==> config.mk <==
export PLATFORM = sky130hd
export DESIGN_NAME = count_enable_gen
export DESIGN_NICKNAME = d
export VERILOG_FILES = /design/src/rtl/count_enable_gen.sv
export SDC_FILE = /design/constraint.sdc
export NUM_CORES = 1
export LEC_CHECK = 0
export CORE_AREA = 4 4 41 43
export DETAILED_ROUTE_END_ITERATION = 7
export DIE_AREA = 0 0 45 47
export HOLD_SLACK_MARGIN = 0.12
export PLACE_DENSITY = 0.66
export SETUP_SLACK_MARGIN = 0.2
export SYNTH_ARGS = -nofsm -noshare
export SYNTH_HDL_FRONTEND = slang
export SYNTH_SLANG_ARGS = --single-unit
==> constraint.sdc <==
create_clock -name clk -period 2.9 [get_ports clk]
set_input_delay 0.58 -clock clk [delete_from_list [all_inputs] [get_ports clk]]
set_output_delay 0.58 -clock clk [all_outputs]
set_load 0.03 [all_outputs]
==> src/rtl/count_enable_gen.sv <==
// Push-button to count-enable pulse generator: synchronizer, debounce FSM,
// single-step press pulse and auto-repeat prescaler.
module count_enable_gen #(
    parameter int DB_CYCLES = 16,
    parameter int PRESCALE  = 8
) (
    input  logic clk,
    input  logic rst,
    input  logic btn_in,
    input  logic mode,
    output logic en,
    output logic btn_level
);

    localparam int DW = (DB_CYCLES > 1) ? $clog2(DB_CYCLES) : 1;
    localparam int PW = (PRESCALE > 1) ? $clog2(PRESCALE) : 1;
    localparam logic [DW-1:0] DB_LAST = DW'(DB_CYCLES - 1);
    localparam logic [PW-1:0] PS_LAST = PW'(PRESCALE - 1);

    typedef enum logic [1:0] {
        IDLE,
        PRESS_WAIT,
        HELD,
        REL_WAIT
    } state_t;

    state_t        state;
    state_t        state_nx;
    logic          meta;
    logic          sync;
    logic [DW-1:0] db_cnt;
    logic [DW-1:0] db_nx;
    logic [PW-1:0] psc;
    logic [PW-1:0] psc_nx;
    logic          press;
    logic          enter_held;
    logic          wrap;

    always_ff @(posedge clk) begin
        if (rst) begin
            meta      <= 1'b0;
            sync      <= 1'b0;
            state     <= IDLE;
            db_cnt    <= '0;
            psc       <= '0;
            en        <= 1'b0;
            btn_level <= 1'b0;
        end else begin
            meta      <= btn_in;
            sync      <= meta;
            state     <= state_nx;
            db_cnt    <= db_nx;
            psc       <= psc_nx;
            en        <= press | wrap;
            btn_level <= (state_nx == HELD) || (state_nx == REL_WAIT);
        end
    end

    always_comb begin
        state_nx   = state;
        db_nx      = db_cnt;
        press      = 1'b0;
        enter_held = 1'b0;
        unique case (state)
            IDLE: begin
                if (sync) begin
                    state_nx = PRESS_WAIT;
                    db_nx    = '0;
                end
            end
            PRESS_WAIT: begin
                if (!sync) begin
                    state_nx = IDLE;
                    db_nx    = '0;
                end else if (db_cnt == DB_LAST) begin
                    state_nx   = HELD;
                    db_nx      = '0;
                    press      = 1'b1;
                    enter_held = 1'b1;
                end else begin
                    db_nx = db_cnt + 1'b1;
                end
            end
            HELD: begin
                if (!sync) begin
                    state_nx = REL_WAIT;
                    db_nx    = '0;
                end
            end
            REL_WAIT: begin
                if (sync) begin
                    state_nx   = HELD;
                    db_nx      = '0;
                    enter_held = 1'b1;
                end else if (db_cnt == DB_LAST) begin
                    state_nx = IDLE;
                    db_nx    = '0;
                end else begin
                    db_nx = db_cnt + 1'b1;
                end
            end
            default: begin
                state_nx = IDLE;
                db_nx    = '0;
            end
        endcase
    end

    // btn_level mirrors HELD/REL_WAIT, so it gates auto-repeat through release
    always_comb begin
        psc_nx = psc;
        wrap   = 1'b0;
        if (enter_held || !mode || !btn_level) begin
            psc_nx = '0;
        end else if (psc == PS_LAST) begin
            psc_nx = '0;
            wrap   = 1'b1;
        end else begin
            psc_nx = psc + 1'b1;
        end
    end

endmodule

# Word-level counts from Yosys, hierarchy flattened
# Cells that the tools add are included.
# word_totals
n_memories	0
reg_bits	13
out_inout_bits	2
in_bits	4
romBits	0
elab_cells	47
latch_bits	0
ramBits	0
# classes
shifts	0
n_reduce_logical	8
n_eq_ne	9
n_div	0
multipliers	0
mux	20
order_cmp	0
add_sub_neg	2
bitwise_logic	1
# ops
operator	count
2-to-1 mux 4 bit	5
case mux 4 bit (4 select lines)	1
2-to-1 mux 2 bit	6
== test 2 bit (second input constant)	4
case mux 2 bit (4 select lines)	1
2-to-1 mux 1 bit	6
adder 4 x 1 -> 4 bit (second input constant)	1
== test 4 bit (second input constant)	1
inequality test 2 bit (second input constant)	2
adder 3 x 1 -> 3 bit (second input constant)	1
== test 3 bit (second input constant)	1
logical OR 1 bit	3
OR reduction 3 bit	1
== test 2 x 1 -> 1 bit (second input constant)	1
logical NOT 1 bit	2
logical NOT 2 bit	1
case mux 1 bit (2 select lines)	1
AND reduction 2 bit	1
bitwise OR 1 bit	1

# Logic depth before layout (Yosys ltp)
# Gate-level depths: netlist of run 1.
# depth
depth_word	8
depth_mapped	5
mapped_depth_nobuf	5

# Least setup slack after synthesis of run 1
# OpenSTA, ideal clock, no wires.
# synth_path
path_type	flip-flop to flip-flop
from	register btn_level (netlist name)
to	register db_cnt[2]
required_time_ps	2826
setup_time_ps	74
period_less_slack_ps	1416
path_buffers	0
arrival_ps	1341
stages_incl_launch_ff	4
slack_ps	1484
cell_sequence	dfxtp_1 -> xnor2_1 -> or4_1 -> a31oi_1
# synth_rtl
item	line_no	source
to (signal assigned)	52	db_cnt <= db_nx;
to (decl)	31	logic [DW-1:0] db_cnt;

# Worst setup path after layout of run 1
# layout_path
from	register btn_level
to	output btn_level
# layout_rtl
item	line_no	source
from (decl)	12	output logic btn_level
from (signal assigned)	55	btn_level <= (state_nx == HELD) || (state_nx == REL_WAIT);
# No word-level cell between the ends.

==> results of run 1 <==
[state kept, by name, summed over array words and instances (netlist names)]
signal	count
btn_level	1
psc	3
db_cnt	4
sync	1
en	1
meta	1
state	1
[power by group]
group / total [mW] / leakage [nW] / switching, mW / internal [mW]
clock network: 0.128 / 0.0210 / 0.0520 / 0.0762
registers: 0.168 / 0.0971 / 0.00182 / 0.166
logic: 0.0106 / 0.111 / 0.00500 / 0.00560
total: 0.307 / 0.229 / 0.0589 / 0.248
[final timing paths]
check / endpoint / depth (start not counted) / slack [ns] / startpoint
min: psc[0] / 1 / 0.43 / psc[0]
max reg2reg: db_cnt[2] / 3 / 1.54 / state[0]
min reg2reg: psc[0] / 1 / 0.43 / psc[0]
max: btn_level / 1 / 0.90 / btn_level
[per-layer routing]
layer	vias to the layer above	global-route usage (%)
li1	211	-
met1	186	12.61
met2	12	15.25
met3	2	3.448
met4	0	3.509
met5	-	0
[stage by stage]
step / setup slack (ns) / instances / util, %
final: 0.8959 / 76 / 46.63
after global routing: 0.8133 / 76 / 46.63
after CTS: 0.8860 / 76 / 46.63
after detailed placement: 1.065 / 72 / 43.85
after global placement: 1.095 / 72 / 43.85
after floorplan: 1.484 / 53 / -
[placed cells by master (no fill, tap or decap)]
cell type	instances
dfxtp_1	12
nand3_1	8
a21oi_1	5
clkdlybuf4s50_1	5
nor2b_1	3
ha_1	3
clkbuf_4	3
and2_1	2
inv_1	2
a31oi_1	2
a21boi_0	1
nor2_1	1
and3_2	1
and4_1	1
xnor2_1	1
nor3_1	1
xor2_1	1
nand4_1	1
or4_1	1
nand3b_1	1
nand2_1	1
o21ai_0	1
o2111ai_1	1
and4b_1	1
nand4b_1	1
clkbuf_8	1
[cell families after synthesis]
group / Yosys count
xor gates and xnor gates: 2
DFF: 12
buffers and inverters: 3
AOI/OAI and AO/OA: 10
adders and majority gates: 3
and+or+nand+nor: 23
[cell type report]
cell class	instances	area, µm²
clock buffers	4	36.28
repair buffers	5	50.05
flip-flops and latches	12	240.2
multi-input cells	38	254.0
fillers	134	694.4
well taps	15	18.77
inverters	2	7.507
==> flow_summary.yaml, run 1 <==
clock_tree:
  cts_resized: 0
  cts_max_level: 1
  clk_root_buffer_cell: "clkbuf_4"
  cts_tree: "done"
  cts_sinks: 12
  cts_made_buffers: 3
  cts.clk_slew.worst_paths_ns: 0.07
  clock_latency_ns: 0.26
  clockBufferDepth: 2
  post_cts_buffers: 0
  holdBufCountCts: 0
placement:
  placed_cell_area_um2: 570.5
  hpwl_um: 595.3
  portBuffers: 5
  globalplace.congestion: 0.7223
timing:
  hold_ws_ns: 0.4285
  slew_headroom_pct: 70.14
  worst_slew_pin_slew_ns: 0.4447
  fin_worst_skew_ns: 0.001243
  fin_setup_tns_ns: 0
  rsz0062_at_grt: "false"
  drv_slew: 0
  finalCriticalPeriod_ns: 2.004
  finalHoldViolations: 0
  fin_crit_sh_pct: 69.11
  fmax_mhz: 499.0
  setup_viol: 0
die:
  initial_core_util_pct: 38.85
  coreArea_um2: 1301
  rows: 13
  io_pins: 6
  dieWidth_um: 45
  chipHeight_um: 47
  dieArea_um2: 2115
cells_and_area:
  antennaDiodeCount: 0
  area_growth_pct: 20.05
  nets: 69
  layout-drive-gt1-share_pct: 8.197
  fin_area_um2: 606.8
grt:
  grt_pass1_wl_mm: 1.531
  antenna_found_initial: 0
  grt_pass1_vias: 359
  grt.total_usage_pct: 9.826
  overflow: 0
  grt_start_max_net_pins: 11
detailed_routing:
  wl_met1_um: 374
  post-route-drc-count: 0
  totalWireLength_um: 789
  viasPerCell: 5.408
  route.met2.wl_um: 352
  drtIter0Drc: 10
  vias: 411
  firstDrtPassIters: 4
  top_layer: "met4"
  postRouteAntennaNets: 0
  wl_per_cell_um: 10.38
  met3_length_um: 46
min_path:
  hp-class: "flip-flop to flip-flop"
power_and_ir_drop:
  p_per_area_nw_per_um2: 506.0
  leakagePower_nw: 0.2289
  vdd_ir_drop_max_mv: 0.2798
  p_total_uw: 307.0
synth:
  synth_xor_area_share_pct: 3.465
  synth-compound-area-share_pct: 11.63
  synthCells: 53
  synthTopCellsByCount: "dfxtp_1 (12), nand3_1 (8), a21oi_1 (5), ha_1 (3), nor2b_1 (3)"
  netlist_area_um2: 505.5
  ys_types: 24
  synth_simple_gate_area_share_pct: 27.72
  ys_async_sr_fraction_pct: 0
  muxShareOfSynthArea_pct: 0
  synth_ff_type: "dfxtp_1"
  synth_top_area_cell: "dfxtp_1"
  synthTopCellsByArea: "dfxtp_1 (48%), nand3_1 (7.9%), ha_1 (7.4%)"
  seq_area_frac_synth_pct: 47.52
  syn_avg_cell_area_um2: 9.537
  yosysMostFrequentCell: "dfxtp_1"
  synth_fa_ha_area_share_pct: 7.426
  synth_top_family_by_area: "simple AND/OR/NAND/NOR gates"
  synth_nets: 60
  synth_top_area_share_pct: 47.52
  ys_seq_elements: 12
  ys_warn_count: 0
  synth_edf_count: 0
worst_setup_path:
  critPathMaxFanout: 7
  cp_slowest_cell: "clkdlybuf4s50_1"
  cp-end-kind: "primary output"
  crit_chain: "clkdlybuf4s50_1"
  critPathBufInv: 1
  cpLargestDelayFamily: "buffers and inverters"
  cp.required_ns: 2.32
  critPathLaunchType: "flip-flop"
  max_stage_delay_ns: 0.72
  crit_arrival_ns: 1.42
  critPathKind: "flip-flop to primary output"
flow_run:
  drv_cap: 0
run_status:
  status: "complete, no violations"
No activity file was read; power rests on OpenSTA's default activity.
==> run 2, diff against run 1 <==
Clock period 2.9 ns to 2.04 ns, I/O delays scaled along.
==> run 2 against run 1 <==
Effect of this change:
- clock power is 46% higher
- clock skew increased by 0.0036 ns
- worst hold slack better by 0.0069 ns
- final area rose by 1.0%
- first-iteration DRC count is 80% lower
- combinational power is 59% higher
- sequential power up 42%
- register-to-register slack worse by 0.88 ns
- sequential cell count unchanged
- count of clock-buffer cells in the layout did not move
- critical path depth did not move
==> flow_summary.yaml, run 2 (synthesis results as in run 1) <==
clock_tree:
  cts_sinks: 12
  holdBufCountCts: 0
  cts_made_buffers: 3
  post_cts_buffers: 0
  clockBufferDepth: 2
  cts.clk_slew.worst_paths_ns: 0.07
  clk_root_buffer_cell: "clkbuf_4"
  clock_latency_ns: 0.27
  cts_max_level: 1
  cts_tree: "done"
worst_setup_path:
  critPathKind: "flip-flop to primary output"
  rrSetupSlack_ns: 0.66
  critPathMaxFanout: 1
  cpLargestDelayFamily: "buffers and inverters"
  cp.required_ns: 1.63
  crit_chain: "clkdlybuf4s50_1"
  critPathBufInv: 1
  cp_slowest_cell: "clkdlybuf4s50_1"
  crit_arrival_ns: 1.24
  max_stage_delay_ns: 0.66
  reg2reg_depth: 3
  critPathLaunchType: "flip-flop"
  r2r-start: "state[0]"
  r2r-end: "db_cnt[2]"
  cp-end-kind: "primary output"
timing:
  finalHoldViolations: 0
  setup_viol: 0
  fin_setup_tns_ns: 0
  fmax_mhz: 606.7
  slew_headroom_pct: 69.27
  fin_crit_sh_pct: 80.80
  hold_ws_ns: 0.4354
  worst_slew_pin_slew_ns: 0.4577
  finalCriticalPeriod_ns: 1.648
  rsz0062_at_grt: "false"
  drv_slew: 0
  worst_slack_ns: 0.3916
  fin_worst_skew_ns: 0.004802
power_and_ir_drop:
  leakagePower_nw: 0.2386
  clock_power_share_pct: 42.3
  p_sw_uw: 89.20
  power.sequential.fraction_pct: 53.9
  internal-power_uw: 354.2
  combPwrFrac_pct: 3.8
  p_total_uw: 443.4
  vdd_ir_drop_max_mv: 0.4177
  p_per_area_nw_per_um2: 723.2
  sw_frac_of_total_pct: 20.12
min_path:
  holdPathEnd: "psc[0]"
  hp-class: "flip-flop to flip-flop"
  hp-start: "psc[0]"
  hold_path_depth: 1
cells_and_area:
  largest_reg_flops: 4
  layout-drive-gt1-share_pct: 9.677
  final_util_pct: 47.12
  area_growth_pct: 21.29
  antennaDiodeCount: 0
  fillers: 144
  top_register: "db_cnt"
  final_common_cell: "dfxtp_1"
  top_regs: "db_cnt (4), psc (3)"
  final_cell_mix: "dfxtp_1 (12), nand3_1 (8), a21oi_1 (5)"
  nets: 70
detailed_routing:
  postRouteAntennaNets: 0
  drtIter0Drc: 2
  firstDrtPassIters: 4
  post-route-drc-count: 0
  wl_per_cell_um: 11.84
  totalWireLength_um: 912
  vias: 419
  viasPerCell: 5.442
grt:
  grt_pass1_vias: 402
  grt_pass1_wl_mm: 1.745
  overflow: 0
  grt.total_usage_pct: 11.53
  antenna_found_initial: 0
  grt_start_max_net_pins: 10
placement:
  portBuffers: 5
  globalplace.congestion: 0.7031
  hpwl_um: 662
  place_ws_ns: 0.4981
die:
  chipHeight_um: 47
  rows: 13
  dieWidth_um: 45
  io_pins: 6
  coreArea_um2: 1301
  dieArea_um2: 2115
  initial_core_util_pct: 38.85
flow_run:
  drv_cap: 0
run_status:
  status: "complete, no violations"
-- run 2: changes by cell type in the layout (fill, tap and decap cells not counted), sizes merged --
| cell | before | now |
|---|---|---|
| clkdlybuf4s50 | 5 | 4 |
| buf | 0 | 1 |
| dlygate4sd2 | 0 | 1 |
-- run 2: layout make-up --
class                           count  area [µm²]  share of cell area (%)
Tap cell                           15       18.77                   3.061
Clock buffer                        4       36.28                   5.918
Multi-Input combinational cell     38       254.0                   41.43
Timing Repair Buffer                6       56.30                   9.184
Sequential cell                    12       240.2                   39.18
Inverter                            2       7.507                   1.224
-- run 2: how the worst max path moves through the flow --
stage               startpoint  slack, ns   endpoint  cells after the start
global route                en       0.34         en                      1
CTS                         en       0.37         en                      1
finish                      en       0.39         en                      1
global placement     btn_level       0.51  btn_level                      1
floorplan            btn_level       0.62  db_cnt[2]                      3
detailed placement   btn_level       0.50  btn_level                      1
-- run 2: timing repair --
action	CTS	global route
hold endpoints to repair	0	0
resized for setup	1	0
endpoints found under the setup margin	1	0
-- run 2: metal layers --
metal | global-route usage (%) | part of all wire, % | wire, µm | vias up
li1 | - | - | - | 214
met1 | 14.12 | 45 | 410 | 194
met2 | 17.80 | 48 | 439 | 9
met3 | 3.448 | 4.6 | 42 | 2
met4 | 7.018 | 2.3 | 21 | 0
met5 | 0 | 0 | 0 | -
-- run 2: worst register-to-register path: stages (launching register included) --
cell     delay, ns
dfxtp_1       0.47
inv_1         0.17
or4_1         0.52
a31oi_1       0.16
-- run 2: power groups by stage --
stage	registers (mW)	logic, mW	clock network [mW]
after global placement	0.245	0.0168	0
after floorplan	0.244	0.00836	0
final	0.239	0.0169	0.187
after global routing	0.240	0.0186	0.205
after CTS	0.239	0.0170	0.196
after detailed placement	0.245	0.0169	0
-- run 2: per-stage QoR --
| stage | instance area, µm² | cells |
|---|---|---|
| detailed placement | 578.1 | 73 |
| global placement | 578.1 | 73 |
| floorplan | 505.5 | 53 |
| CTS | 613.1 | 77 |
| global route | 613.1 | 77 |
| finish | 613.1 | 77 |
==> run 3, diff against run 2 <==
Settings changed: PLACE_DENSITY 0.66 to 0.68.
Clock period 2.04 ns to 1.5 ns, I/O delays scaled along.
==> run 3 against run 2 <==
Effect of this change:
- worst setup slack lost 0.16 ns
- global-route usage fell by 0.33 points
- critical path depth grew 2
- non-clock buffer count grew 2
- first-iteration DRC count increased to 3.5 times the previous value
- die area is the same
- total power rose by 21%
==> flow_summary.yaml, run 3 (synthesis results as in run 1) <==
die:
  dieArea_um2: 2115
  rows: 13
  chipHeight_um: 47
  io_pins: 6
  initial_core_util_pct: 38.85
  coreArea_um2: 1301
  dieWidth_um: 45
run_status:
  status: "complete, no violations"
placement:
  globalplace.congestion: 0.7087
  hpwl_um: 669.4
  portBuffers: 5
  placed_cell_area_um2: 594.3
worst_setup_path:
  reg2reg_depth: 3
  critPathLaunchType: "flip-flop"
  cp-end-kind: "flip-flop"
  critPathMaxFanout: 6
  cp.required_ns: 1.70
  crit_arrival_ns: 1.46
  rrSetupSlack_ns: 0.24
  r2r-end: "db_cnt[2]"
  r2r-start: "sync"
  critPathKind: "flip-flop to flip-flop"
detailed_routing:
  wl_per_cell_um: 11.85
  postRouteAntennaNets: 0
  viasPerCell: 5.410
  firstDrtPassIters: 4
  drtIter0Drc: 7
  post-route-drc-count: 0
  vias: 422
  totalWireLength_um: 924
timing:
  fin_setup_tns_ns: 0
  finalCriticalPeriod_ns: 1.264
  finalHoldViolations: 0
  fin_crit_sh_pct: 84.26
  worst_slew_pin_slew_ns: 0.4751
  setup_viol: 0
  drv_slew: 0
  fmax_mhz: 791.2
  rsz0062_at_grt: "true"
  slew_headroom_pct: 68.10
  fin_worst_skew_ns: 0.005874
min_path:
  holdPathEnd: "psc[0]"
  hold_path_depth: 1
  hp-start: "psc[0]"
  hp-class: "flip-flop to flip-flop"
cells_and_area:
  largest_reg_flops: 4
  fillers: 153
  fin_area_um2: 614.3
  final_common_cell: "dfxtp_1"
  top_register: "db_cnt"
  antennaDiodeCount: 0
  final_cell_mix: "dfxtp_1 (11), nand3_1 (8), a21oi_1 (5)"
  nets: 72
  layout-drive-gt1-share_pct: 15.87
  final_util_pct: 47.21
  area_growth_pct: 21.53
  top_regs: "db_cnt (4), psc (3)"
power_and_ir_drop:
  clock_power_share_pct: 34.9
  leakagePower_nw: 0.2360
  internal-power_uw: 428.7
  p_per_area_nw_per_um2: 876.2
  p_sw_uw: 109.6
  sw_frac_of_total_pct: 20.36
  power.sequential.fraction_pct: 60.2
  vdd_ir_drop_max_mv: 0.4502
  combPwrFrac_pct: 4.9
grt:
  grt.total_usage_pct: 11.20
  grt_pass1_wl_mm: 1.683
  grt_start_max_net_pins: 10
  overflow: 0
  grt_pass1_vias: 415
  antenna_found_initial: 0
clock_tree:
  clk_root_buffer_cell: "clkbuf_4"
  cts_tree: "done"
  cts.clk_slew.worst_paths_ns: 0.07
  clockBufferDepth: 2
  post_cts_buffers: 0
  cts_sinks: 12
  cts_made_buffers: 3
  holdBufCountCts: 0
  clock_latency_ns: 0.26
  cts_max_level: 1
flow_run:
  drv_cap: 0
run 3: area by class of cell:
class	instances	area, µm²	area share (%)
clock buffer	3	22.52	3.666
sequential	12	241.5	39.31
timing repair buffer	8	67.56	11.00
tap	15	18.77	3.055
multi-input combinational	38	256.5	41.75
inverter	2	7.507	1.222
run 3: stage by stage:
stage / instances / hold WS, ns / power, mW / setup WS, ns
global route: 78 / 0.4483 / 0.5658 / 0.1779
finish: 78 / 0.4349 / 0.5383 / 0.2361
detailed placement: 75 / 0.4186 / 0.3578 / 0.1164
CTS: 78 / 0.4345 / 0.5465 / 0.1186
global placement: 75 / 0.4121 / 0.3574 / 0.1421
floorplan: 53 / 0.3984 / 0.3431 / 0.2549
run 3: critical path, cell delays in order, from the launching register on:
cell,delay [ns]
dfxtp_1,0.42
xnor2_1,0.19
or4_1,0.42
a31oi_1,0.16
run 3: how the worst max path moves through the flow:
stage | startpoint | endpoint | slack, ns | cells past startpoint
5_1_grt | sync | db_cnt[2] | 0.18 | 3
3_3_place_gp | mode | psc[0] | 0.14 | 4
4_1_cts | btn_level | btn_level | 0.12 | 1
3_5_place_dp | mode | psc[0] | 0.12 | 4
2_1_floorplan | btn_level | db_cnt[2] | 0.25 | 3
6_report | sync | db_cnt[2] | 0.24 | 3
run 3: layer usage:
| metal | share of wire, % | vias up | global-route usage [%] |
|---|---|---|---|
| li1 | - | 217 | - |
| met1 | 49 | 196 | 13.16 |
| met2 | 46 | 7 | 18.64 |
| met4 | 0.65 | 0 | 7.018 |
| met5 | 0 | - | 0 |
| met3 | 4.5 | 2 | 2.299 |
run 3: repair_timing:
action                                  in CTS  in global routing
endpoints found under the setup margin       2                  4
pin swaps                                    0                  0
gates resized for setup                      2                  4
run 3: power by group through the flow:
| stage | registers (mW) | clock network, mW | logic, mW |
|---|---|---|---|
| after floorplan | 0.332 | 0 | 0.0114 |
| final | 0.324 | 0.188 | 0.0263 |
| after global routing | 0.324 | 0.212 | 0.0293 |
| after CTS | 0.324 | 0.196 | 0.0264 |
| after global placement | 0.331 | 0 | 0.0260 |
| after detailed placement | 0.332 | 0 | 0.0262 |
